<file path="config.mk">
export PLATFORM = sky130hd
export DESIGN_NAME = recovery_sequencer_flat
export DESIGN_NICKNAME = d
export VERILOG_FILES = /design/src/rtl/recovery_if.sv /design/src/rtl/recovery_sequencer.sv /design/src/flat_wrapper.sv
export SDC_FILE = /design/constraint.sdc
export NUM_CORES = 1
export LEC_CHECK = 0
export CORE_MARGIN = 5
export CORE_UTILIZATION = 48
export CTS_CLUSTER_DIAMETER = 40
export DETAILED_ROUTE_END_ITERATION = 12
export PLACE_DENSITY = 0.95
export SLEW_MARGIN = 15
export SYNTH_ARGS = -nofsm -noshare
export SYNTH_HDL_FRONTEND = slang
export SYNTH_SLANG_ARGS = --single-unit
export TNS_END_PERCENT = 50
</file>
<file path="constraint.sdc">
create_clock -name clk -period 21.3 [get_ports clk]
set_input_delay 4.26 -clock clk [delete_from_list [all_inputs] [get_ports clk]]
set_output_delay 4.26 -clock clk [all_outputs]
set_load 0.01 [all_outputs]
</file>
<file path="src/rtl/recovery_if.sv">
// recovery_if: back-end recovery requests, front-end refetch and pipeline phase controls
interface recovery_if #(
  parameter int NUM_REQ  = 4,
  parameter int AL_IDX_W = 6,
  parameter int PC_W     = 32
);
  logic [NUM_REQ-1:0]          req_valid;
  logic [NUM_REQ*AL_IDX_W-1:0] req_al_ptr;
  logic [NUM_REQ*3-1:0]        req_type;
  logic [NUM_REQ*PC_W-1:0]     req_pc;
  logic [AL_IDX_W-1:0]         al_head;
  logic [PC_W-1:0]             csr_target;
  logic                        walk_done;
  logic [1:0]                  phase;
  logic [NUM_REQ-1:0]          req_ack;
  logic                        refetch_valid;
  logic [PC_W-1:0]             refetch_pc;
  logic [AL_IDX_W-1:0]         recover_al_ptr;
  logic                        flush_front;
  logic                        flush_back;
  logic                        stall_commit;
  modport master (
    output req_valid, req_al_ptr, req_type, req_pc, al_head, csr_target, walk_done,
    input  phase, req_ack, refetch_valid, refetch_pc, recover_al_ptr, flush_front, flush_back, stall_commit
  );
  modport slave (
    input  req_valid, req_al_ptr, req_type, req_pc, al_head, csr_target, walk_done,
    output phase, req_ack, refetch_valid, refetch_pc, recover_al_ptr, flush_front, flush_back, stall_commit
  );
endinterface

</file>
<file path="src/rtl/recovery_sequencer.sv">
// recovery_sequencer: picks the oldest refetch request and runs COMMIT -> RECOVER_0 -> RECOVER_1 -> COMMIT.
// Define RSD_RECOVERY_PREEMPT_EN to let a strictly older request restart an ongoing recovery.
module recovery_sequencer #(
  parameter int NUM_REQ  = 4,
  parameter int AL_IDX_W = 6,
  parameter int PC_W     = 32
) (
  input logic       clk,
  input logic       rst,
  recovery_if.slave bus
);
  localparam int IW = NUM_REQ > 1 ? $clog2(NUM_REQ) : 1;
  typedef enum logic [1:0] {COMMIT = 2'd0, RECOVER_0 = 2'd1, RECOVER_1 = 2'd2} state_t;
  state_t st;
  logic [AL_IDX_W-1:0] age [NUM_REQ];
  logic [AL_IDX_W-1:0] win_age, win_ptr;
  logic [IW-1:0]       win;
  logic                any, take, preempt;
  logic [2:0]          win_type;
  logic [PC_W-1:0]     win_raw_pc, win_pc;
  // Strict less-than keeps the lowest port on equal age.
  always_comb begin
    any = 1'b0;
    win = '0;
    win_age = '0;
    for (int i = 0; i < NUM_REQ; i++) begin
      age[i] = bus.req_al_ptr[i*AL_IDX_W +: AL_IDX_W] - bus.al_head;
      if (bus.req_valid[i] && bus.req_type[i*3 +: 3] < 3'd6 && (!any || age[i] < win_age)) begin
        any = 1'b1;
        win = IW'(i);
        win_age = age[i];
      end
    end
  end
  assign win_ptr    = bus.req_al_ptr[win*AL_IDX_W +: AL_IDX_W];
  assign win_type   = bus.req_type[win*3 +: 3];
  assign win_raw_pc = bus.req_pc[win*PC_W +: PC_W];
  assign win_pc     = (win_type == 3'd1 || win_type == 3'd2) ? win_raw_pc + PC_W'(4) :
                      (win_type >= 3'd4) ? bus.csr_target : win_raw_pc;
`ifdef RSD_RECOVERY_PREEMPT_EN
  logic [AL_IDX_W-1:0] cur_age;
  assign cur_age = bus.recover_al_ptr - bus.al_head;
  assign preempt = any && st != COMMIT && win_age < cur_age;
`else
  assign preempt = 1'b0;
`endif
  assign take = (any && st == COMMIT) || preempt;
  assign bus.phase = st;
  always_ff @(posedge clk) begin
    if (rst) begin
      st                 <= COMMIT;
      bus.req_ack        <= '0;
      bus.refetch_valid  <= 1'b0;
      bus.refetch_pc     <= '0;
      bus.recover_al_ptr <= '0;
      bus.flush_front    <= 1'b0;
      bus.flush_back     <= 1'b0;
      bus.stall_commit   <= 1'b0;
    end else if (take) begin
      st                 <= RECOVER_0;
      bus.req_ack        <= NUM_REQ'(1) << win;
      bus.refetch_valid  <= 1'b1;
      bus.refetch_pc     <= win_pc;
      bus.recover_al_ptr <= win_ptr;
      bus.flush_front    <= 1'b1;
      bus.flush_back     <= 1'b1;
      bus.stall_commit   <= 1'b1;
    end else begin
      st                 <= st == RECOVER_0 ? RECOVER_1 :
                            (st == RECOVER_1 && !bus.walk_done) ? RECOVER_1 : COMMIT;
      bus.req_ack        <= '0;
      bus.refetch_valid  <= 1'b0;
      bus.flush_front    <= 1'b0;
      bus.flush_back     <= 1'b0;
      bus.stall_commit   <= st == RECOVER_0 || (st == RECOVER_1 && !bus.walk_done);
    end
  end
endmodule

</file>
<file path="src/flat_wrapper.sv">
// flat-port wrapper written by rule: the top's interface ports become plain ports
module recovery_sequencer_flat 
#(
  parameter int NUM_REQ  = 4,
  parameter int AL_IDX_W = 6,
  parameter int PC_W     = 32
)
  (clk, rst, bus_req_valid, bus_req_al_ptr, bus_req_type, bus_req_pc, bus_al_head, bus_csr_target, bus_walk_done, bus_phase, bus_req_ack, bus_refetch_valid, bus_refetch_pc, bus_recover_al_ptr, bus_flush_front, bus_flush_back, bus_stall_commit);
  recovery_if #(.NUM_REQ(NUM_REQ), .AL_IDX_W(AL_IDX_W), .PC_W(PC_W)) bus_i ();
  input logic clk;
  input logic rst;
  input wire logic [$bits(bus_i.req_valid)-1:0] bus_req_valid;
  input wire logic [$bits(bus_i.req_al_ptr)-1:0] bus_req_al_ptr;
  input wire logic [$bits(bus_i.req_type)-1:0] bus_req_type;
  input wire logic [$bits(bus_i.req_pc)-1:0] bus_req_pc;
  input wire logic [$bits(bus_i.al_head)-1:0] bus_al_head;
  input wire logic [$bits(bus_i.csr_target)-1:0] bus_csr_target;
  input wire logic [$bits(bus_i.walk_done)-1:0] bus_walk_done;
  output wire logic [$bits(bus_i.phase)-1:0] bus_phase;
  output wire logic [$bits(bus_i.req_ack)-1:0] bus_req_ack;
  output wire logic [$bits(bus_i.refetch_valid)-1:0] bus_refetch_valid;
  output wire logic [$bits(bus_i.refetch_pc)-1:0] bus_refetch_pc;
  output wire logic [$bits(bus_i.recover_al_ptr)-1:0] bus_recover_al_ptr;
  output wire logic [$bits(bus_i.flush_front)-1:0] bus_flush_front;
  output wire logic [$bits(bus_i.flush_back)-1:0] bus_flush_back;
  output wire logic [$bits(bus_i.stall_commit)-1:0] bus_stall_commit;
  assign bus_i.req_valid = bus_req_valid;
  assign bus_i.req_al_ptr = bus_req_al_ptr;
  assign bus_i.req_type = bus_req_type;
  assign bus_i.req_pc = bus_req_pc;
  assign bus_i.al_head = bus_al_head;
  assign bus_i.csr_target = bus_csr_target;
  assign bus_i.walk_done = bus_walk_done;
  assign bus_phase = bus_i.phase;
  assign bus_req_ack = bus_i.req_ack;
  assign bus_refetch_valid = bus_i.refetch_valid;
  assign bus_refetch_pc = bus_i.refetch_pc;
  assign bus_recover_al_ptr = bus_i.recover_al_ptr;
  assign bus_flush_front = bus_i.flush_front;
  assign bus_flush_back = bus_i.flush_back;
  assign bus_stall_commit = bus_i.stall_commit;
  recovery_sequencer #(.NUM_REQ(NUM_REQ), .AL_IDX_W(AL_IDX_W), .PC_W(PC_W)) u_core (.clk(clk), .rst(rst), .bus(bus_i));
endmodule
</file>
# Word-level counts from Yosys, hierarchy flattened
# Cells that the tools add are included.
[word_totals] output_inout_bits=48 word_cells=69 register_bits=46
[op_classes] reduce_logical=21 shifts=4 n_bitwise=1 magnitude_cmp=8 addsub=5 eq_ne=4 muxes=17 n_mul=2
[ops] op="$shiftx A128 B8 Y32" n=1
[ops] op="$mux W32" n=2
[ops] op="$add A32 B3 Y32 const B" n=1
[ops] op="$shiftx A24 B6 Y6" n=1
[ops] op="$sub A6 B6 Y6" n=4
[ops] op="$lt A6 B6 Y1" n=3
[ops] op="$mux W6" n=3
[ops] op="$lt A3 B3 Y1 const B" n=4
[ops] op="$shiftx A12 B5 Y3" n=1
[ops] op="$logic_and A1 B1 Y1" n=9
[ops] op="$mul A2 B2 Y4 const B" n=2
[ops] op="$mux W1" n=8
[ops] op="$mux W2" n=4
[ops] op="$logic_or A1 B1 Y1" n=5
[ops] op="$logic_not A1 Y1" n=4
[ops] op="$reduce_or A2 Y1" n=2
[ops] op="$shl A1 B2 Y4 const A" n=1
[ops] op="$eq A3 B1 Y1 const B" n=1
[ops] op="$eq A3 B2 Y1 const B" n=1
[ops] op="$ge A3 B3 Y1 const B" n=1
[ops] op="$eq A2 B1 Y1 const B" n=1
[ops] op="$eq A2 B2 Y1 const B" n=1
[ops] op="$logic_not A2 Y1" n=1
[ops] op="$not A1 Y1" n=1

# Depth between registers and ports, before layout
[logic_depth] ltp_word=20 ltp_mapped=50 mapped_depth_nobuf=38

# Worst setup path after synthesis
# OpenSTA, ideal clock, no wires.
[synth_timing] path_kind="input-to-reg" from="input bus_al_head[1]" to="register u_core.bus.refetch_pc[22]" t_arrival_ns=14.101 required_time_ns=21.178 path_stages=47 path_slack_ns=7.077 setup_time_ns=0.122 path_cell_list="inv_1 -> ha_1 -> a21o_1 -> a21o_1 -> a21o_1 -> a21oi_1 -> xnor2_1 -> nand2_1 -> ha_1 -> o21a_1 -> or2_1 -> o211a_1 -> nor2_1 -> buf_2 -> buf_2 -> clkbuf_1 -> clkbuf_1 -> buf_1 -> [... 11 more ...] -> nor2_1 -> a21oi_1 -> ha_1 -> a21o_1 -> a21o_1 -> a211oi_1 -> nand3_1 -> o21ai_0 -> buf_2 -> buf_2 -> buf_1 -> o21ai_0 -> ha_1 -> o211ai_1 -> a2bb2oi_1 -> nor4_1 -> xnor2_1 -> a221o_1"
[synth_via] elab_chain_len=19 elab_cells_between_ends=35
[synth_lines] item="start, declared" line_no="flat_wrapper.sv:16" text="input wire logic [$bits(bus_i.al_head)-1:0] bus_al_head;"
[synth_lines] item="parallel branches: the longest is 19 deep, another holds $sub A6 B6 Y6"
[synth_lines] item="end signal, assigned" line_no="recovery_sequencer.sv:63" text="bus.refetch_pc <= win_pc;"
[synth_lines] item="end, declared" line_no="recovery_if.sv:28" text="output phase, req_ack, refetch_valid, refetch_pc, recover_al_ptr, flush_front, flush_back, stall_commit"
# Several ways; the timed one is not identified.
# A chain may end at the register's enable or synchronous reset.

# Worst setup path after layout
# Same ends and word-level chain as after synthesis.

==> results.json <==
{
  "status": "finished clean",
  "use_met1": 0.393,
  "endpoint": "u_core.bus.refetch_pc[22]",
  "tightest_slew_ns": 1.08,
  "hpwlAfterDp_um": 20500,
  "post_cts_buffers": 0,
  "rows": 41,
  "dr_total_vias": 7750,
  "setup_slack_ns": 7.12,
  "cp-start-kind": "input pin",
  "async_reset_ff_frac": 0,
  "grt_pass1_vias": 7396,
  "cp.required_ns": 21.49,
  "routed_wl_um": 25900,
  "path_class": "in -> reg",
  "crit_top_cell": "ha_1",
  "synth_area_leaders": "dfxtp_1 15%, mux2i_1 8.7%, ha_1 7.4%",
  "routedWlPerCell_um": 21.2,
  "cellPowerDensity_nw_per_um2": 74.9,
  "setup-violations-final": 0,
  "syn_nets": 1077,
  "relSlewSlack": 0.275,
  "yosys.area.top_type": "dfxtp_1",
  "io_pins": 257,
  "grt_pass1_wl_um": 38600,
  "die_height_um": 122,
  "syn_inst": 828,
  "grt_use_met2": 0.550,
  "gp_congestion": 0.943,
  "die_w_um": 122,
  "antenna_found_initial": 0,
  "synth_seq_cells": 45,
  "cts_buffer_depth": 2,
  "use_met3": 0.0677,
  "cp_max_fo": 43,
  "start_util": 0.485,
  "cellLeakagePower_nw": 3.47,
  "min_period_over_period": 0.666,
  "p_switching_mw": 0.311,
  "tns_ns": 0,
  "drc": 0,
  "ys_types": 78,
  "ys_warn_count": 0,
  "grt_max_degree": 62,
  "busiest_layer": "met2",
  "cts_hold_buf": 0,
  "area_delta_synth_final_pct": 46.1,
  "seqCellArea_sq_um": 901,
  "hold_slack_ns": 0.462,
  "first_iter_violations": 983,
  "post-route-min-period_ns": 14.18,
  "final_hold_viol_count": 0,
  "synth-edff-count": 0,
  "cp-end-kind": "register",
  "finalInstanceArea_sq_um": 8870,
  "antenna_left": 0,
  "cts.sinks": 45,
  "ys.flop_type": "dfxtp_1",
  "port_buffers": 256,
  "core-area_sq_um": 12500,
  "grt_use_total": 0.326,
  "clkLatencyLatePin_ns": 0.30,
  "drive_gt1_frac": 0.0543,
  "rrSetupSlack_ns": 18.21,
  "path_buf_inv": 4,
  "yosys.area.top_type_share": 0.148,
  "worstRegToRegCells": 7,
  "rr_endpoint": "u_core.bus.refetch_pc[31]",
  "mostFrequentLayoutCells": "256 x clkdlybuf4s50_1, 95 x nand2_1, 69 x a21oi_1",
  "ctsResizeCount": 0,
  "switching_share": 0.469,
  "grt-ovfl-total": 0,
  "maxSlewViolCount": 0,
  "cp_slowest_cell": "nand2_2",
  "clkTransAtPathRegs_ns": 0.07,
  "crit_start": "bus_al_head[1]",
  "hold_path.class": "reg -> reg",
  "cts_tree": "done",
  "synth.cell_area_sq_um": 6070,
  "crit_arrival_ns": 14.37,
  "r2r_start": "u_core.bus.phase[0]",
  "dr.pass1.iters": 9,
  "die-area_sq_um": 15000,
  "clkPwrFrac": 0.126,
  "htreeDepth": 2,
  "fmax_mhz": 70.5,
  "root_buffer": "clkbuf_16",
  "ys_seq_area_frac": 0.148,
  "maxCapViolCount": 0,
  "cp_num_cells": 39,
  "diodes": 0,
  "postSynthAreaPerCell_sq_um": 7.33,
  "peakVddDrop_mv": 0.0475,
  "crit_family": "compound AO/OA/AOI/OAI gates",
  "rsz0062_at_grt": "no",
  "post-place-ws_ns": 7.06,
  "slowest_delay_ns": 0.69,
  "numCtsBuffers": 5,
  "multi_input_area_sq_um": 4910,
  "seqPwrFrac": 0.184,
  "nNetsFinal": 1297,
  "final_common_cell": "clkdlybuf4s50_1",
  "fin_skew_ns": 0.00721,
  "fill_cells": 1023,
  "via_per_inst": 6.35,
  "post_dp_cell_area_sq_um": 8720,
  "p_comb_frac": 0.690,
  "power.internal_mw": 0.353
}
==> flip-flops by register name, summed over array words and instances (netlist names) <==
register / count
u_core.bus.req_ack: 4
u_core.bus.stall_commit: 1
u_core.bus.recover_al_ptr: 6
u_core.bus.refetch_pc: 32
u_core.bus.phase: 2
==> stage by stage <==
step / cells / util / power, mW
floorplan: 828 / - / 0.397
global placement: 1213 / 0.697 / 0.564
detailed placement: 1213 / 0.697 / 0.570
CTS: 1221 / 0.709 / 0.656
global route: 1221 / 0.709 / 0.703
finish: 1221 / 0.709 / 0.664
==> tightest hold or removal path, stage by stage, from the launching register on <==
cell and delay [ns]:
dfxtp_1 0.31, nand2_1 0.05, a21oi_1 0.05
==> power groups by stage <==
stage | combinational (mW) | clock [mW] | sequential (mW)
detailed placement | 0.447 | 0 | 0.123
global route | 0.491 | 0.0865 | 0.125
floorplan | 0.265 | 0 | 0.132
global placement | 0.442 | 0 | 0.123
CTS | 0.450 | 0.0841 | 0.122
finish | 0.458 | 0.0839 | 0.122
==> cells by family (layout without fill, tap and decap cells) <==
family | after synthesis | after routing | synth area share
simple gates | 284 | 284 | 0.225
compound gates | 278 | 278 | 0.314
buf+inv | 72 | 293 | 0.0509
mux | 70 | 70 | 0.119
flops | 45 | 45 | 0.148
fa+ha+maj | 40 | 40 | 0.0874
xor+xnor | 39 | 39 | 0.0562
==> routing by layer <==
metal	share of wire	wire (um)
met2	0.46	11800
met3	0.11	2840
met5	0	0
met4	0.055	1430
met1	0.38	9820
==> layout make-up <==
class                   count  area share
multi-input cells         711       0.553
repair buffers            264       0.296
flip-flops and latches     45       0.102
well taps                 172      0.0242
clock buffers               5      0.0141
inverters                  21     0.00888
clock inverters             3     0.00282
==> worst min path at each step <==
stage	startpoint	to	slack, ns	depth (start not counted)
finish	u_core.bus.refetch_pc[1]	u_core.bus.refetch_pc[1]	0.46	2
floorplan	u_core.bus.refetch_pc[0]	u_core.bus.refetch_pc[0]	0.48	2
CTS	u_core.bus.refetch_pc[1]	u_core.bus.refetch_pc[1]	0.46	2
detailed placement	u_core.bus.recover_al_ptr[3]	u_core.bus.recover_al_ptr[3]	0.45	2
global route	u_core.bus.refetch_pc[10]	u_core.bus.refetch_pc[10]	0.49	2
global placement	u_core.bus.recover_al_ptr[5]	u_core.bus.recover_al_ptr[5]	0.44	2
==> Yosys cell counts (all sizes together) (11+ instances only) <==
| cell | instances |
|---|---|
| a211oi | 22 |
| a21o | 14 |
| a21oi | 69 |
| a311oi | 16 |
| and3 | 14 |
| buf | 25 |
| clkbuf | 26 |
| dfxtp | 45 |
| ha | 36 |
| inv | 21 |
| mux2 | 17 |
| mux2i | 53 |
| nand2 | 97 |
| nand3 | 27 |
| nand4 | 16 |
| nor2 | 70 |
| nor3 | 18 |
| o211ai | 14 |
| o21ai | 61 |
| xnor2 | 28 |
| xor2 | 11 |
(Power assumes the default switching activity.)
